### src/rtl/pipeline_hazard_ctrl.sv
// Stall/flush controller for the 5-stage pipeline: load-use bubbles, branch/jump
// flushes, data-memory wait-state freezes, plus saturating stall/flush counters.
module pipeline_hazard_ctrl #(
    parameter int REG_ADDR_W  = 5,
    parameter int MEM_LATENCY = 1,
    parameter int CNT_W       = 16
) (
    input  logic                  clk,
    input  logic                  reset,
    input  logic [REG_ADDR_W-1:0] id_rs,
    input  logic [REG_ADDR_W-1:0] id_rt,
    input  logic                  id_uses_rs,
    input  logic                  id_uses_rt,
    input  logic                  id_jump,
    input  logic                  id_ex_mem_read,
    input  logic [REG_ADDR_W-1:0] id_ex_rt,
    input  logic                  branch_taken,
    input  logic                  ex_mem_access,
    input  logic                  cnt_clr,
    output logic                  pc_enable,
    output logic                  if_id_enable,
    output logic                  if_id_flush,
    output logic                  id_ex_enable,
    output logic                  id_ex_flush,
    output logic                  ex_mem_enable,
    output logic                  ex_mem_flush,
    output logic                  mem_wb_bubble,
    output logic [CNT_W-1:0]      stall_cycles,
    output logic [CNT_W-1:0]      flush_events
);

    typedef enum logic {S_RUN, S_WAIT} state_e;

    localparam bit               MULTI     = (MEM_LATENCY > 1);
    localparam int               WCW       = (MEM_LATENCY > 2) ? $clog2(MEM_LATENCY - 1) : 1;
    localparam logic [WCW-1:0]   WAIT_INIT = WCW'((MEM_LATENCY > 2) ? (MEM_LATENCY - 2) : 0);
    localparam logic [CNT_W-1:0] CNT_MAX   = '1;

    state_e           state_q, state_d;
    logic [WCW-1:0]   wcnt_q, wcnt_d;
    logic [CNT_W-1:0] stall_q, stall_d;
    logic [CNT_W-1:0] flush_q, flush_d;
    logic             lu, frz, flush_ev;

    always_comb begin
        lu = id_ex_mem_read && (id_ex_rt != '0) &&
             ((id_uses_rs && (id_ex_rt == id_rs)) || (id_uses_rt && (id_ex_rt == id_rt)));
        frz = ((state_q == S_RUN) && ex_mem_access && MULTI) ||
              ((state_q == S_WAIT) && (wcnt_q != '0));
    end

    // Reset forces the idle pattern combinationally, so an abort mid-wait releases
    // the pipeline buffers without waiting for a clock edge.
    always_comb begin
        pc_enable     = 1'b1;
        if_id_enable  = 1'b1;
        if_id_flush   = 1'b0;
        id_ex_enable  = 1'b1;
        id_ex_flush   = 1'b0;
        ex_mem_enable = 1'b1;
        ex_mem_flush  = 1'b0;
        mem_wb_bubble = 1'b0;
        flush_ev      = 1'b0;
        if (reset) begin
            if (frz) begin
                pc_enable     = 1'b0;
                if_id_enable  = 1'b0;
                id_ex_enable  = 1'b0;
                ex_mem_enable = 1'b0;
                mem_wb_bubble = 1'b1;
            end else if (branch_taken) begin
                if_id_flush  = 1'b1;
                id_ex_flush  = 1'b1;
                ex_mem_flush = 1'b1;
                flush_ev     = 1'b1;
            end else if (lu) begin
                pc_enable    = 1'b0;
                if_id_enable = 1'b0;
                id_ex_flush  = 1'b1;
            end else if (id_jump) begin
                if_id_flush = 1'b1;
                flush_ev    = 1'b1;
            end
        end
    end

    always_comb begin
        state_d = state_q;
        wcnt_d  = wcnt_q;
        case (state_q)
            S_RUN: begin
                if (ex_mem_access && MULTI) begin
                    state_d = S_WAIT;
                    wcnt_d  = WAIT_INIT;
                end
            end
            S_WAIT: begin
                if (wcnt_q != '0) wcnt_d = wcnt_q - WCW'(1);
                else              state_d = S_RUN;
            end
            default: state_d = S_RUN;
        endcase
    end

    always_comb begin
        stall_d = stall_q;
        flush_d = flush_q;
        if (cnt_clr) begin
            stall_d = '0;
            flush_d = '0;
        end else begin
            if (!pc_enable && (stall_q != CNT_MAX)) stall_d = stall_q + CNT_W'(1);
            if (flush_ev && (flush_q != CNT_MAX))   flush_d = flush_q + CNT_W'(1);
        end
    end

    always_ff @(posedge clk or negedge reset) begin
        if (!reset) begin
            state_q <= S_RUN;
            wcnt_q  <= '0;
            stall_q <= '0;
            flush_q <= '0;
        end else begin
            state_q <= state_d;
            wcnt_q  <= wcnt_d;
            stall_q <= stall_d;
            flush_q <= flush_d;
        end
    end

    assign stall_cycles = stall_q;
    assign flush_events = flush_q;

endmodule
### config.mk
export PLATFORM = sky130hd
export DESIGN_NAME = pipeline_hazard_ctrl
export DESIGN_NICKNAME = d
export VERILOG_FILES = /design/src/rtl/pipeline_hazard_ctrl.sv
export SDC_FILE = /design/constraint.sdc
export NUM_CORES = 1
export LEC_CHECK = 0
export CORE_ASPECT_RATIO = 0.7
export CORE_MARGIN = 4
export CORE_UTILIZATION = 45
export DETAILED_ROUTE_END_ITERATION = 8
export PLACE_DENSITY = 0.79
export REMOVE_ABC_BUFFERS = 1
export SKIP_LAST_GASP = 1
export SYNTH_ARGS = -nofsm -noshare
export SYNTH_HDL_FRONTEND = slang
export SYNTH_SLANG_ARGS = --single-unit
### constraint.sdc
create_clock -name clk -period 2.7 [get_ports clk]
set_input_delay 0.54 -clock clk [delete_from_list [all_inputs] [get_ports clk]]
set_output_delay 0.54 -clock clk [all_outputs]
set_load 0.01 [all_outputs]
; Word level (Yosys, flattened, before mapping)
; Index checks and enable logic that the tools add are counted.
[totals]
reg_bits = 34
latch_bits = 0
ramBits = 0
romBits = 0
input_bits = 24
output_inout_bits = 40
wordCells = 50
mem_count = 0
[op_classes]
addsub = 3
multipliers = 0
div = 0
magnitude_cmp = 0
eq_ne = 4
shifts = 0
n_mux = 27
bitwise = 0
reduce_logical = 12
[op_table]
columns = op, count
row1 = 2-to-1 mux 16 bit, 4
row2 = adder 16 x 1 -> 16 bit (second input constant), 2
row3 = != test 16 bit (second input constant), 2
row4 = 2-to-1 mux 1 bit, 23
row5 = equality test 5 bit, 2
row6 = logical AND 1 bit, 7
row7 = nonzero test 5 bit, 1
row8 = nonzero test 2 bit, 2
row9 = zero test 1 bit, 1
row10 = logical OR 1 bit, 1
row11 = subtractor 1 bit (second input constant), 1

; Longest topological paths before layout
; Gate-level depths: netlist (run 1).
[depth]
ltp_word = 12
mapped_depth = 10
mapped_depth_nobuf = 8

; Worst setup path before layout (run 1)
; OpenSTA, ideal clock, no wires.
[synth_timing]
path_kind = input to register
start = in id_ex_rt[1]
end = reg flush_q[12] (netlist: flush_events[12])
setup_ns = 0.128
arrival_time_ns = 2.205
required_time_ns = 2.572
slack_ns = 0.367
stages = 7
path_buffers = 1
cell_sequence = or4_4 o21ai_4 o21ai_2 a21o_1 buf_6 nor4_2 mux2_1
[synth_between]
elab_chain_cells = 10
word_cells_on_any_way = 14
cone_classes = eq/ne: 2 / mux: 4 / reduce/logical: 8
[synth_rtl]
columns = item, line
row1 = from (decl), 16  ; input logic [REG_ADDR_W-1:0] id_ex_rt,
row2 = equality test 5 bit, 47  ; ((id_uses_rs && (id_ex_rt == id_rs)) || (id_uses_rt && (id_ex_rt == id_rt)));
row3 = logical AND 1 bit, 47
row4 = logical OR 1 bit, 47
row5 = logical AND 1 bit *, 46  ; lu = id_ex_mem_read && (id_ex_rt != '0) &&
row6 = 2-to-1 mux 1 bit *, 76  ; end else if (lu) begin
row7 = 2-to-1 mux 1 bit *, 71  ; end else if (branch_taken) begin
row8 = 2-to-1 mux 1 bit *, 65  ; if (frz) begin
row9 = 2-to-1 mux 1 bit *, 64  ; if (reset) begin
row10 = logical AND 1 bit *, 113  ; if (flush_ev && (flush_q != CNT_MAX)) flush_d = flush_q + CNT_W'(1);
row11 = nonzero test 2 bit (no source line) *, --
row12 = to (signal assigned), 127  ; flush_q <= flush_d;
row13 = to (decl), 42  ; logic [CNT_W-1:0] flush_q, flush_d;
; Every way passes the cells marked *; elsewhere a longest branch is shown, timed or not.
; A chain may end at the register's enable or synchronous reset.

; Worst setup path in the final report (run 1)
[layout_timing]
start = in id_rs[2]
end = out pc_enable
[layout_between]
elab_chain_cells = 8
[layout_rtl]
columns = item, line
row1 = from (decl), 10  ; input logic [REG_ADDR_W-1:0] id_rs,
row2 = equality test 5 bit, 47
row3 = logical AND 1 bit, 47
row4 = logical OR 1 bit, 47
row5 = logical AND 1 bit, 46
row6 = 2-to-1 mux 1 bit, 76
row7 = 2-to-1 mux 1 bit, 71
row8 = 2-to-1 mux 1 bit, 65
row9 = 2-to-1 mux 1 bit, 64
row10 = to (decl), 20  ; output logic pc_enable,
; No other way between the ends.

==> impl_metrics.json, run 1 <==
{
  "hpwl_um": 3803,
  "viasPerCell": 5.440,
  "avgSynthCellArea_sq_um": 9.165,
  "path_cells": "clkdlybuf4s50_1 -> xor2_1 -> nor4_2 -> a32oi_2 -> nor2_2 -> nand2_1 -> dlygate4sd2_1",
  "syn_area_sq_um": 1888,
  "hold_depth": 2,
  "whs_ns": 0.5895,
  "hold_path_class": "reg -> reg",
  "hold_path_end": "stall_cycles[6]$_DFFE_PN0P_",
  "routed_wl_um": 5218,
  "holdCritStartpoint": "stall_cycles[6]$_DFFE_PN0P_",
  "vias": 1817,
  "first_global_vias": 1803,
  "cts_tree": "yes",
  "nFillCells": 317,
  "setup_violations": 0,
  "clock_latency_ns": 0.29,
  "ys_ff_latch": 32,
  "cts-buffers-inserted": 5,
  "crit_arrival_ns": 2.14,
  "clk_pin_slew_worst_paths_ns": 0.08,
  "drt_iter0_drc": 223,
  "crit_path_end_kind": "output port",
  "gr-total-overflow": 0,
  "period_share_pct": 99.12,
  "multi_input_area_sq_um": 1026,
  "cts_max_level": 2,
  "antenna_found_initial": 0,
  "r2r_end": "flush_events[13]$_DFFE_PN0P_",
  "synth_flop_cell": "dfrtp_1",
  "tightestPinTransition_ns": 0.5823,
  "max_stage_delay_ns": 0.42,
  "start_util_pct": 47.27,
  "ant_nets": 0,
  "r2r_cells": 8,
  "max-cap-violations": 0,
  "ios": 64,
  "syn_inst": 206,
  "crit_type": "in -> out",
  "min_period_ns": 2.676,
  "ir_drop_mv": 0.2398,
  "syn_to_final_growth_pct": 45.73,
  "postCtsHoldBufs": 0,
  "clock_skew_ns": 0.005943,
  "maxSlewHeadroom_pct": 61.06,
  "fmax_mhz": 373.7,
  "grt_pass1_wl_um": 8935,
  "grt_use_total_pct": 21.03,
  "yosys_warnings": 0,
  "cts_root_buf": "clkbuf_8",
  "fp.dieH_um": 62.20,
  "drv_slew": 0,
  "drive_gt1_share_pct": 14.89,
  "die_width_um": 85.42,
  "fin_util_pct": 68.89,
  "die-area_sq_um": 5313,
  "synth_top_area_share_pct": 42.41,
  "synth_common_cells": "dfrtp_1 (32), nor2_1 (24), xor2_1 (21)",
  "status": "complete, no violations",
  "rsz0062_at_grt": "true",
  "yosysMostFrequentCell": "dfrtp_1",
  "cts.sinks": 32,
  "drc": 0,
  "placementRows": 19,
  "hold_viol_final": 0,
  "p_leak_nw": 1.126,
  "synth_cell_type_count": 40,
  "core_sq_um": 3994,
  "post_drt_wl_per_cell_um": 15.62,
  "synth_area_leaders": "dfrtp_1 (42%), xor2_1 (9.7%), nor2_1 (4.8%)",
  "ys_seq_area_share_pct": 42.41,
  "yosys.area.top_type": "dfrtp_1",
  "synth_edf_count": 0,
  "rr_startpoint": "flush_events[3]$_DFFE_PN0P_",
  "antenna_cells": 0,
  "ys_async_sr_fraction_pct": 100.0,
  "grt_start_max_net_pins": 20,
  "num-nets-final": 307,
  "seq_area_sq_um": 800.8,
  "globalplace.congestion": 0.8533,
  "max-clock-path-buffers": 2,
  "reg2reg_slack_ns": 0.65,
  "slowest_stage": "clkdlybuf4s50_1",
  "worstPathMaxFanout": 3,
  "portBuffers": 59,
  "cp_data_required_time_ns": 2.16,
  "cp-start-kind": "input pin",
  "drt_pass1_iterations": 4,
  "powerDensity_nw_per_um2": 397.6
}
repair_timing:
action / in CTS / in global routing
gates resized for setup: 16 / 5
setup endpoints to repair: 11 / 12
cloned: 0 / 0
pin swaps: 2 / 3
hold endpoints to repair: 0 / 0
buffers inserted: 0 / 1
final cells by class:
class	instances	share of cell area, %
Inverter	3	0.4093
Tap cell	52	2.365
Clock inverter	3	1.546
Sequential cell	32	29.10
Timing Repair Buffer	80	26.78
Multi-Input combinational cell	159	37.29
Clock buffer	5	2.501
routing by layer:
metal / GRT usage [%] / wire length (um) / up-vias
met5: 0 / 0 / -
met4: 7.708 / 74 / 0
met3: 4.624 / 378 / 7
met2: 32.46 / 2356 / 75
met1: 28.86 / 2408 / 866
li1: - / - / 869
cells by family after synthesis:
group | synth area share [%]
buffers and inverters | 4.506
multiplexers | 1.723
flip-flops | 42.41
AND/OR/NAND/NOR | 25.51
AO/OA/AOI/OAI | 12.06
other | 0.3978
XOR/XNOR | 12.06
adder cells (fa/ha/maj) | 1.325
report_power, final:
part	switching (mW)	total, mW	leakage [nW]	internal (mW)
Clock	0.197	0.470	0.0541	0.273
Sequential	0.00394	0.486	0.446	0.482
Combinational	0.0679	0.138	0.626	0.0703
critical path: cells and delay by family:
| kind | cells | cell delay, ns |
|---|---|---|
| compound gates | 1 | 0.20 |
| buf+inv | 2 | 0.71 |
| xor+xnor | 1 | 0.17 |
| simple gates | 3 | 0.52 |
worst max-delay path by stage:
stage | from | to | slack, ns | depth (start not counted)
4_1_cts | id_ex_rt[0] | if_id_flush | -0.007 | 7
3_5_place_dp | id_ex_rt[2] | if_id_flush | -0.48 | 6
6_report | id_rs[2] | pc_enable | 0.02 | 7
3_3_place_gp | id_ex_rt[2] | if_id_flush | -0.47 | 6
2_1_floorplan | id_ex_rt[3] | stall_cycles[13]$_DFFE_PN0P_ | 0.18 | 7
5_1_grt | id_rs[2] | flush_events[8]$_DFFE_PN0P_ | -0.06 | 10
state kept, by name, indices dropped and copies added, names as in the netlist:
name,flops
flush_events,16
stall_cycles,16
cells in the final DEF (no fill, tap or decap), drive strengths merged, types with 2 or more instances in the layout:
cell type,netlist,layout
dlygate4sd2,0,6
nor4,3,3
nand2b,2,2
nand2,10,10
dfrtp,32,32
or3,7,7
a21oi,14,14
nand4,11,11
buf,7,22
or4,5,5
o31ai,5,5
nor3,3,3
nand3,13,13
clkbuf,6,6
and3,5,5
nor2b,3,3
conb,2,3
clkdlybuf4s50,0,50
xnor2,5,5
mux2,2,2
inv,3,3
and2,3,3
xor2,21,21
ha,2,2
nor2,24,24
o21ai,10,10
metrics by stage:
stage | cell area (sq um) | instances | setup TNS, ns | total power, mW | worst slack (ns)
finish | 2751 | 334 | 0 | 1.094 | 0.02387
global route | 2751 | 334 | -0.3029 | 1.135 | -0.06333
CTS | 2748 | 333 | -0.006681 | 1.101 | -0.006681
detailed placement | 2624 | 325 | -5.993 | 0.6308 | -0.4786
global placement | 2624 | 325 | -4.986 | 0.6287 | -0.4734
floorplan | 1818 | 194 | 0 | 0.5346 | 0.1817
Note: power is estimated with default switching activity, not from simulation.
==> run 2, diff against run 1 <==
Settings changed: SLEW_MARGIN set to 20.
==> results of run 2 <==
No change in the layout: final DEF, timing and power equal those of run 1.
